`src/rtl/alu_pkg.sv`:
```
// rtl/alu_pkg.sv - opcode and controller state types for the sequential ALU
package alu_pkg;

    typedef enum logic [2:0] {
        OP_NEG_A = 3'b000,
        OP_NEG_B = 3'b001,
        OP_ADD   = 3'b010,
        OP_SUB   = 3'b011,
        OP_AND   = 3'b100,
        OP_OR    = 3'b101,
        OP_MUL   = 3'b110,
        OP_XOR   = 3'b111
    } op_e;

    typedef enum logic [1:0] {
        IDLE = 2'd0,
        MUL  = 2'd1,
        DONE = 2'd2
    } state_e;

endpackage

```
`src/rtl/shift_add_mul.sv`:
```
// rtl/shift_add_mul.sv - LSB-first shift-add unsigned multiplier, one bit per cycle
module shift_add_mul #(
    parameter int WIDTH = 4
) (
    input  logic                 clk,
    input  logic                 rst_n,
    input  logic                 start,
    input  logic [WIDTH-1:0]     multiplicand,
    input  logic [WIDTH-1:0]     multiplier,
    output logic                 busy,
    output logic                 done,
    output logic [2*WIDTH-1:0]   product
);

    localparam int CW = (WIDTH > 2) ? $clog2(WIDTH) : 1;

    logic [2*WIDTH-1:0] mcand_q;
    logic [WIDTH-1:0]   mplier_q;
    logic [2*WIDTH-1:0] acc_q;
    logic [CW-1:0]      cnt_q;
    logic               busy_q;

    // Load operands on start, then add the shifted multiplicand for each set multiplier bit
    always_ff @(posedge clk or negedge rst_n) begin
        if (!rst_n) begin
            mcand_q  <= '0;
            mplier_q <= '0;
            acc_q    <= '0;
            cnt_q    <= '0;
            busy_q   <= 1'b0;
        end else if (start) begin
            mcand_q  <= {{WIDTH{1'b0}}, multiplicand};
            mplier_q <= multiplier;
            acc_q    <= '0;
            cnt_q    <= CW'(WIDTH - 1);
            busy_q   <= 1'b1;
        end else if (busy_q) begin
            if (mplier_q[0]) begin
                acc_q <= acc_q + mcand_q;
            end
            mcand_q  <= mcand_q << 1;
            mplier_q <= mplier_q >> 1;
            if (cnt_q == '0) begin
                busy_q <= 1'b0;
            end else begin
                cnt_q <= cnt_q - 1'b1;
            end
        end
    end

    // done marks the cycle whose closing edge consumes the last multiplier bit
    assign busy    = busy_q;
    assign done    = busy_q && (cnt_q == '0);
    assign product = acc_q;

endmodule

```
`src/rtl/seq_alu_mul.sv`:
```
// rtl/seq_alu_mul.sv - registered WIDTH-bit ALU with multi-cycle multiply and valid/ready handshake
module seq_alu_mul
    import alu_pkg::*;
#(
    parameter int WIDTH = 4
) (
    input  logic                 clk,
    input  logic                 rst_n,
    input  logic                 in_valid,
    output logic                 in_ready,
    input  logic [2:0]           op,
    input  logic [WIDTH-1:0]     a,
    input  logic [WIDTH-1:0]     b,
    output logic                 out_valid,
    input  logic                 out_ready,
    output logic [2*WIDTH-1:0]   result,
    output logic                 flag_z,
    output logic                 flag_n,
    output logic                 flag_c,
    output logic                 flag_v
);

    localparam logic [WIDTH-1:0] ONE     = {{(WIDTH-1){1'b0}}, 1'b1};
    localparam logic [WIDTH-1:0] MIN_NEG = {1'b1, {(WIDTH-1){1'b0}}};

    state_e             state_q;
    logic               out_valid_q;
    logic [2*WIDTH-1:0] result_q;
    logic               z_q, n_q, c_q, v_q;

    logic               accept;
    logic               is_mul;
    logic               mul_busy;
    logic               mul_done;
    logic [2*WIDTH-1:0] product;

    logic               add_c;
    logic [WIDTH-1:0]   add_lo, sub_lo, neg_a, neg_b;
    logic [WIDTH-1:0]   alu_lo_d;
    logic               alu_c_d, alu_v_d;

    // New ops only enter when idle and the previous result is gone or leaving this edge
    assign in_ready = (state_q == IDLE) && !mul_busy && (!out_valid_q || out_ready);
    assign accept   = in_valid && in_ready;
    assign is_mul   = (op_e'(op) == OP_MUL);

    assign {add_c, add_lo} = {1'b0, a} + {1'b0, b};
    assign sub_lo          = a + ~b + ONE;
    assign neg_a           = ~a + ONE;
    assign neg_b           = ~b + ONE;

    // Single-cycle ops: low-half result plus carry/borrow and signed overflow
    always_comb begin
        alu_lo_d = '0;
        alu_c_d  = 1'b0;
        alu_v_d  = 1'b0;
        case (op_e'(op))
            OP_NEG_A: begin
                alu_lo_d = neg_a;
                alu_v_d  = (a == MIN_NEG);
            end
            OP_NEG_B: begin
                alu_lo_d = neg_b;
                alu_v_d  = (b == MIN_NEG);
            end
            OP_ADD: begin
                alu_lo_d = add_lo;
                alu_c_d  = add_c;
                alu_v_d  = (a[WIDTH-1] == b[WIDTH-1]) && (add_lo[WIDTH-1] != a[WIDTH-1]);
            end
            OP_SUB: begin
                alu_lo_d = sub_lo;
                alu_c_d  = (a < b);
                alu_v_d  = (a[WIDTH-1] != b[WIDTH-1]) && (sub_lo[WIDTH-1] != a[WIDTH-1]);
            end
            OP_AND:  alu_lo_d = a & b;
            OP_OR:   alu_lo_d = a | b;
            OP_XOR:  alu_lo_d = a ^ b;
            default: alu_lo_d = '0;
        endcase
    end

    shift_add_mul #(.WIDTH(WIDTH)) u_mul (
        .clk          (clk),
        .rst_n        (rst_n),
        .start        (accept && is_mul),
        .multiplicand (a),
        .multiplier   (b),
        .busy         (mul_busy),
        .done         (mul_done),
        .product      (product)
    );

    // Controller: single-cycle ops complete from IDLE, MUL waits on the multiplier then publishes in DONE
    always_ff @(posedge clk or negedge rst_n) begin
        if (!rst_n) begin
            state_q     <= IDLE;
            out_valid_q <= 1'b0;
            result_q    <= '0;
            z_q         <= 1'b0;
            n_q         <= 1'b0;
            c_q         <= 1'b0;
            v_q         <= 1'b0;
        end else begin
            case (state_q)
                IDLE: begin
                    if (accept && is_mul) begin
                        state_q     <= MUL;
                        out_valid_q <= 1'b0;
                    end else if (accept) begin
                        out_valid_q <= 1'b1;
                        result_q    <= {{WIDTH{1'b0}}, alu_lo_d};
                        z_q         <= (alu_lo_d == '0);
                        n_q         <= alu_lo_d[WIDTH-1];
                        c_q         <= alu_c_d;
                        v_q         <= alu_v_d;
                    end else if (out_ready) begin
                        out_valid_q <= 1'b0;
                    end
                end
                MUL: begin
                    if (mul_done) begin
                        state_q <= DONE;
                    end
                end
                DONE: begin
                    state_q     <= IDLE;
                    out_valid_q <= 1'b1;
                    result_q    <= product;
                    z_q         <= (product == '0);
                    n_q         <= product[2*WIDTH-1];
                    c_q         <= 1'b0;
                    v_q         <= |product[2*WIDTH-1:WIDTH];
                end
                default: state_q <= IDLE;
            endcase
        end
    end

    assign out_valid = out_valid_q;
    assign result    = result_q;
    assign flag_z    = z_q;
    assign flag_n    = n_q;
    assign flag_c    = c_q;
    assign flag_v    = v_q;

endmodule

```
`config.mk`:
```
export PLATFORM = sky130hd
export DESIGN_NAME = seq_alu_mul
export DESIGN_NICKNAME = d
export VERILOG_FILES = /design/src/rtl/alu_pkg.sv /design/src/rtl/shift_add_mul.sv /design/src/rtl/seq_alu_mul.sv
export SDC_FILE = /design/constraint.sdc
export NUM_CORES = 1
export LEC_CHECK = 0
export CAP_MARGIN = 20
export CORE_ASPECT_RATIO = 1.75
export CORE_MARGIN = 1
export CORE_UTILIZATION = 45
export DETAILED_ROUTE_END_ITERATION = 12
export PLACE_DENSITY = 0.64
export SLEW_MARGIN = 20
export SYNTH_ARGS = -nofsm -noshare
export SYNTH_HDL_FRONTEND = slang
export SYNTH_SLANG_ARGS = --single-unit
```
`constraint.sdc`:
```
create_clock -name clk -period 2.3 [get_ports clk]
set_clock_uncertainty 0.15 [all_clocks]
set_input_delay 0.46 -clock clk [delete_from_list [all_inputs] [get_ports clk]]
set_output_delay 0.46 -clock clk [all_outputs]
set_load 0.01 [all_outputs]
```
==> flow_summary.yaml, run 1 <==
worst_setup_path:
  crit_required_ps: 2390
  crit_path_end_kind: "flip-flop"
  critPathMaxStageDelay_ps: 570
  r2r_cells: 9
  reg2reg_from: "u_mul.product[0]"
  cp_max_fo: 3
  crit_type: "input pin to flip-flop"
  crit_path_start: "a[1]"
  path_cells: "clkdlybuf4s15_1 -> inv_2 -> buf_6 -> fa_1 -> mux2i_1 -> mux2i_1 -> a22oi_2 -> nor4_2 -> nand3_1 -> nand2_1"
  start_kind: "input pin"
  crit_top_cell: "mux2i_1"
  timing.rr.end: "u_mul.product[6]"
  rrSetupSlack_ps: 160
  arrival_ps: 2330
  crit_slowest_cell: "fa_1"
global_route:
  grt_pass1_vias: 2434
  grt_usage: 0.263
  antenna_found_initial: 0
  grt_pass1_wl_mm: 11.6
  grt_max_degree: 22
  gr-total-overflow: 0
logic_synthesis:
  synth.distinct_cells: 56
  synthTopCellsByArea: "dfrtp_1 (36%), ha_1 (10%), mux2i_1 (4.9%), inv_1 (3.6%), nand2_1 (3.6%)"
  ys_seq_area_frac: 0.361
  synthCells: 287
  syn-mean-instance-area_sq_um: 9.18
  synth_edf_count: 0
  yosysTopAreaCellShare: 0.361
  dominantRegCellSynth: "dfrtp_1"
  syn_area_sq_um: 2630
  synth_area_leader_cell: "dfrtp_1"
  yosys_warnings: 0
  async_flop_share: 1.00
  synth_nets: 326
  ys_seq_elements: 38
place:
  dp_hpwl_mm: 5.66
  gp_congestion: 0.901
  port_buffers: 28
  dp_cells: 422
cells_and_area:
  fin_cells: 437
  diodes: 0
  fillers: 523
  drive_gt1_frac: 0.266
  final_nets: 399
  area.growth.synth_to_final_pct: 35.2
sta:
  worstMarginPinSlew_ps: 515
  fin_crit_sh: 0.975
  whs_ps: 339
  rsz0062_at_grt: "yes"
  finalHoldViolCount: 0
  setup_viol: 0
  slew_headroom: 0.654
  period_needed_ps: 2240
  fmaxAchievable_mhz: 446
  slew_viol_final: 0
clock_network:
  cts_buffers: 5
  htree_levels: 2
  clk_latency_ps: 290
  clockRootBuffer: "clkbuf_8"
  cts_buffer_depth: 2
  path_clk_slew_ps: 70
  numClockSinks: 38
  tritoncts: "yes"
floorplanning:
  initial_core_util: 0.472
  die_h_um: 103
  core_area_sq_um: 5590
  ioPinCount: 29
  die_x_um: 59.8
  rows: 36
  design.die.area_sq_um: 6170
power:
  p_leak_uw: 0.00167
  power_uw: 3080
  powerDensity_nw_per_um2: 866
  irDropWorstVdd_mv: 0.610
hold_path:
  hold_end: "result[7]"
  hold_path_depth: 2
  hp-class: "flip-flop to flip-flop"
  hp-start: "result[7]"
routing:
  drtAntennaViolNets: 0
  vias: 2419
  routedWlPerCell_um: 16.9
  drc: 0
  wl_mm: 7.38
  viasPerCell: 5.54
  initialDrtViolationCount: 85
  drt-pass1-iter-count: 4
flow_run:
  cap_violations: 0
outcome:
  status: "complete, no violations"
cell usage in the layout, fill, tap and decap left out, types with 3 or more instances in the layout:
master           instances
o21ai_1                  6
dfrtp_1                 38
or3_1                    3
buf_6                    4
fa_1                     3
clkbuf_8                 6
a22o_1                   3
a21o_1                   4
nor2b_1                  5
buf_4                   50
nor3_1                   6
nand2_1                 25
nor3b_1                  4
inv_1                   19
nor2_1                  16
ha_1                    14
dlygate4sd2_1            4
a221o_1                  4
clkdlybuf4s50_1         15
nand3_1                 12
o211ai_1                 5
mux2i_1                 12
a21oi_1                  7
nand3b_1                 4
ha_4                     4
o21ai_0                 14
ha_2                     3
xor2_1                   5
inv_2                    6
flip-flops by register name, summed over array words and instances (netlist names):
name	count
flag_c	1
flag_n	1
flag_v	1
flag_z	1
out_valid	1
result	8
state_q	2
u_mul.busy	1
u_mul.cnt_q	2
u_mul.mcand_q	8
u_mul.mplier_q	4
u_mul.product	8
per-stage QoR:
step / setup slack (ps) / instance area [sq um] / setup TNS [ps] / utilization
2_1_floorplan: -59.8 / 2660 / -59.8 / -
3_3_place_gp: -605 / 3290 / -8500 / 0.590
3_5_place_dp: -641 / 3290 / -9330 / 0.590
4_1_cts: -8.46 / 3450 / -8.46 / 0.618
5_1_grt: -68.6 / 3560 / -102 / 0.638
6_report: 57.9 / 3560 / 0 / 0.638
metal layers:
| layer | vias up | GRT usage | share of wire | routed length (um) |
|---|---|---|---|---|
| met2 | 71 | 0.469 | 0.57 | 4190 |
| met3 | 25 | 0.0386 | 0.030 | 221 |
| met1 | 1149 | 0.274 | 0.36 | 2630 |
| met4 | 0 | 0.182 | 0.046 | 340 |
| li1 | 1174 | - | - | - |
| met5 | - | 0 | 0 | 0 |
cell type report:
class                      count  area, sq um  area share
multi-input combinational    208         1640       0.462
sequential                    38          951       0.267
timing repair buffer          82          686       0.193
tap                           76         95.1      0.0267
inverter                      25         93.8      0.0264
clock buffer                   7         86.3      0.0242
clock inverter                 1         5.00     0.00141
worst max-delay path by stage:
| stage | end | slack, ps | cells after the start |
|---|---|---|---|
| after floorplan | result[2] | -60 | 11 |
| after global placement | flag_n | -610 | 10 |
| after detailed placement | flag_n | -640 | 10 |
| after CTS | flag_n | -8 | 10 |
| after global routing | result[2] | -70 | 12 |
| final | flag_z | 60 | 10 |
report_power, final:
part	switching (uW)	internal, uW	total, uW
clock network	231	242	473
logic	732	743	1480
registers	208	927	1140
total	1170	1910	3080
worst max-delay path, delay by kind of cell:
kind	cells	cell delay [ps]
multiplexers	2	270
adder cells (fa/ha/maj)	1	570
AO/OA/AOI/OAI	1	130
AND/OR/NAND/NOR	3	510
buffers and inverters	3	390
cell families (layout without fill, tap and decap cells):
family	count (synthesis)	after routing	synth area share
compound gates	72	72	0.199
xor+xnor	7	7	0.0233
simple gates	91	91	0.178
buf+inv	41	115	0.0627
mux	14	14	0.0537
flops	38	38	0.361
fa+ha+maj	24	24	0.123
synth_stat cells (all sizes together), types with 2 or more instances:
cell and n:
nor3b 5, o32ai 2, clkbuf 8, ha 21, a21o 4, mux2i 13
inv 25, nor2 18, o211ai 5, a211oi 2, and2 2, nor2b 5
fa 3, nor3 7, nand3b 4, nand2b 2, a31oi 2, nand2 25
a22o 3, nor4 3, nand3 12, o31ai 3, o21a 2, dfrtp 38
o21ai 20, nand4 2, buf 8, xor2 5, xnor2 2, a221o 4
a21oi 8, o221ai 2, or3 4, o2111ai 2
what timing repair did:
action | CTS | global route
buffers inserted | 2 | 4
gates resized for setup | 32 | 29
setup endpoints to repair | 11 | 8
pin swaps | 12 | 10
endpoints found under the hold margin | 13 | 0
hold buffers | 1 | 0
Power figures use the tool's default switching activity.
==> run 2, diff against run 1 <==
--- a/config.mk
+++ b/config.mk
@@ -8,9 +8,9 @@
 export CAP_MARGIN = 20
 export CORE_ASPECT_RATIO = 1.75
 export CORE_MARGIN = 1
-export CORE_UTILIZATION = 45
+export CORE_UTILIZATION = 53
 export DETAILED_ROUTE_END_ITERATION = 12
-export PLACE_DENSITY = 0.64
+export PLACE_DENSITY = 0.74
 export SLEW_MARGIN = 20
 export SYNTH_ARGS = -nofsm -noshare
 export SYNTH_HDL_FRONTEND = slang
==> flow_summary.yaml, run 2 (synthesized netlist as in run 1, its figures left out) <==
outcome:
  status: "complete, no violations"
place:
  dp_hpwl_mm: 5.58
  port_buffers: 28
  gp_congestion: 0.931
cells_and_area:
  most-common-layout-cells: "buf_4 (55), dfrtp_1 (38), nand2_1 (25), inv_1 (18), nor2_1 (17)"
  fillers: 352
  diodes: 0
  mostFrequentLayoutCell: "buf_4"
  drive_gt1_frac: 0.292
  area.growth.synth_to_final_pct: 36.2
  final_nets: 405
sta:
  fmaxAchievable_mhz: 445
  finalHoldViolCount: 0
  setup_viol: 0
  fin_setup_tns_ps: 0
  rsz0062_at_grt: "yes"
  fin_crit_sh: 0.978
  period_needed_ps: 2250
  slew_viol_final: 0
  worstMarginPinSlew_ps: 616
  slew_headroom: 0.585
  whs_ps: 347
worst_setup_path:
  crit_slowest_cell: "or3_1"
  crit_path_end_kind: "flip-flop"
  arrival_ps: 2330
  crit_required_ps: 2380
  cpLargestDelayFamily: "compound AO/OA/AOI/OAI gates"
  critPathMaxStageDelay_ps: 340
  worst-path-buf-inv: 1
  crit_type: "input pin to flip-flop"
  start_kind: "input pin"
  cp_max_fo: 5
  path_cells: "buf_8 -> nor3b_4 -> nor2_1 -> a21oi_1 -> ha_2 -> xor2_1 -> or3_1 -> a31oi_1 -> a311oi_2 -> a221oi_2 -> a21o_1"
clock_network:
  clk_latency_ps: 300
  clockRootBuffer: "clkbuf_8"
  numClockSinks: 38
  cts_buffer_depth: 2
  tritoncts: "yes"
  htree_levels: 2
  cts_buffers: 5
  path_clk_slew_ps: 80
floorplanning:
  die_x_um: 55.3
  design.die.area_sq_um: 5270
  ioPinCount: 29
  die_h_um: 95.3
  core_area_sq_um: 4750
  initial_core_util: 0.555
  rows: 33
power:
  p_leak_uw: 0.00169
  powerDensity_nw_per_um2: 870
  power_uw: 3120
  irDropWorstVdd_mv: 0.702
global_route:
  grt_pass1_vias: 2490
  antenna_found_initial: 0
  grt_pass1_wl_mm: 11.3
  gr-total-overflow: 0
  grt_max_degree: 22
  grt_usage: 0.280
routing:
  drc: 0
  drt-pass1-iter-count: 4
  routedWlPerCell_um: 17.7
  vias: 2478
  wl_mm: 7.40
  viasPerCell: 5.91
  initialDrtViolationCount: 122
  drtAntennaViolNets: 0
flow_run:
  cap_violations: 0
hold_path:
  hp-class: "flip-flop to flip-flop"
==> run 2: report_power, final <==
group          internal, uW  switching [uW]
Sequential              927             214
Combinational           761             743
Clock                   241             237
Total                  1930            1190
==> run 2: worst paths after layout <==
check	slack, ps	start	to	cells past startpoint
max	50	op[1]	result[2]	11
max reg2reg	160	u_mul.product[1]	u_mul.product[7]	7
min in group asynchronous	460	rst_n	out_valid	2
max in group asynchronous	1010	rst_n	u_mul.cnt_q[0]	3
min reg2reg	350	result[3]	result[3]	2
min	350	result[3]	result[3]	2
==> run 2: timing repair <==
| action | CTS | global route |
|---|---|---|
| hold buffers | 1 | 0 |
| endpoints found under the setup margin | 13 | 9 |
| pin swaps | 14 | 18 |
| setup buffers | 2 | 5 |
| endpoints found under the hold margin | 14 | 0 |
| resized for setup | 39 | 33 |
==> run 2: final cells by class <==
class                   count  area, sq um  share of cell area
well taps                  52         65.1              0.0181
flip-flops and latches     38          951               0.265
inverters                  25         93.8              0.0262
clock buffers               6         82.6              0.0230
multi-input cells         208         1660               0.461
clock inverters             2         12.5             0.00349
repair buffers             88          728               0.203
==> run 2: metal layers <==
metal | part of all wire | GRT usage | up-vias
met5 | 0 | 0 | -
met4 | 0.051 | 0.202 | 0
met3 | 0.028 | 0.0231 | 30
met2 | 0.55 | 0.534 | 76
met1 | 0.37 | 0.281 | 1182
li1 | - | - | 1190
==> run 2: worst register-to-register path: stages, from the launching register on <==
cell and delay [ps]:
dfrtp_1 410, ha_1 310, a21oi_1 250, o221ai_1 210
o41ai_2 270, xor2_1 150, o211ai_1 180, o31ai_1 100
==> run 2: metrics by stage <==
step                setup WS [ps]  cells  instance area (sq um)  utilization
floorplan                   -59.8    287                   2660            -
global placement             -597    403                   3300        0.695
detailed placement           -655    403                   3300        0.695
CTS                         -66.7    414                   3490        0.735
global route                -22.3    419                   3590        0.756
finish                       50.7    419                   3590        0.756
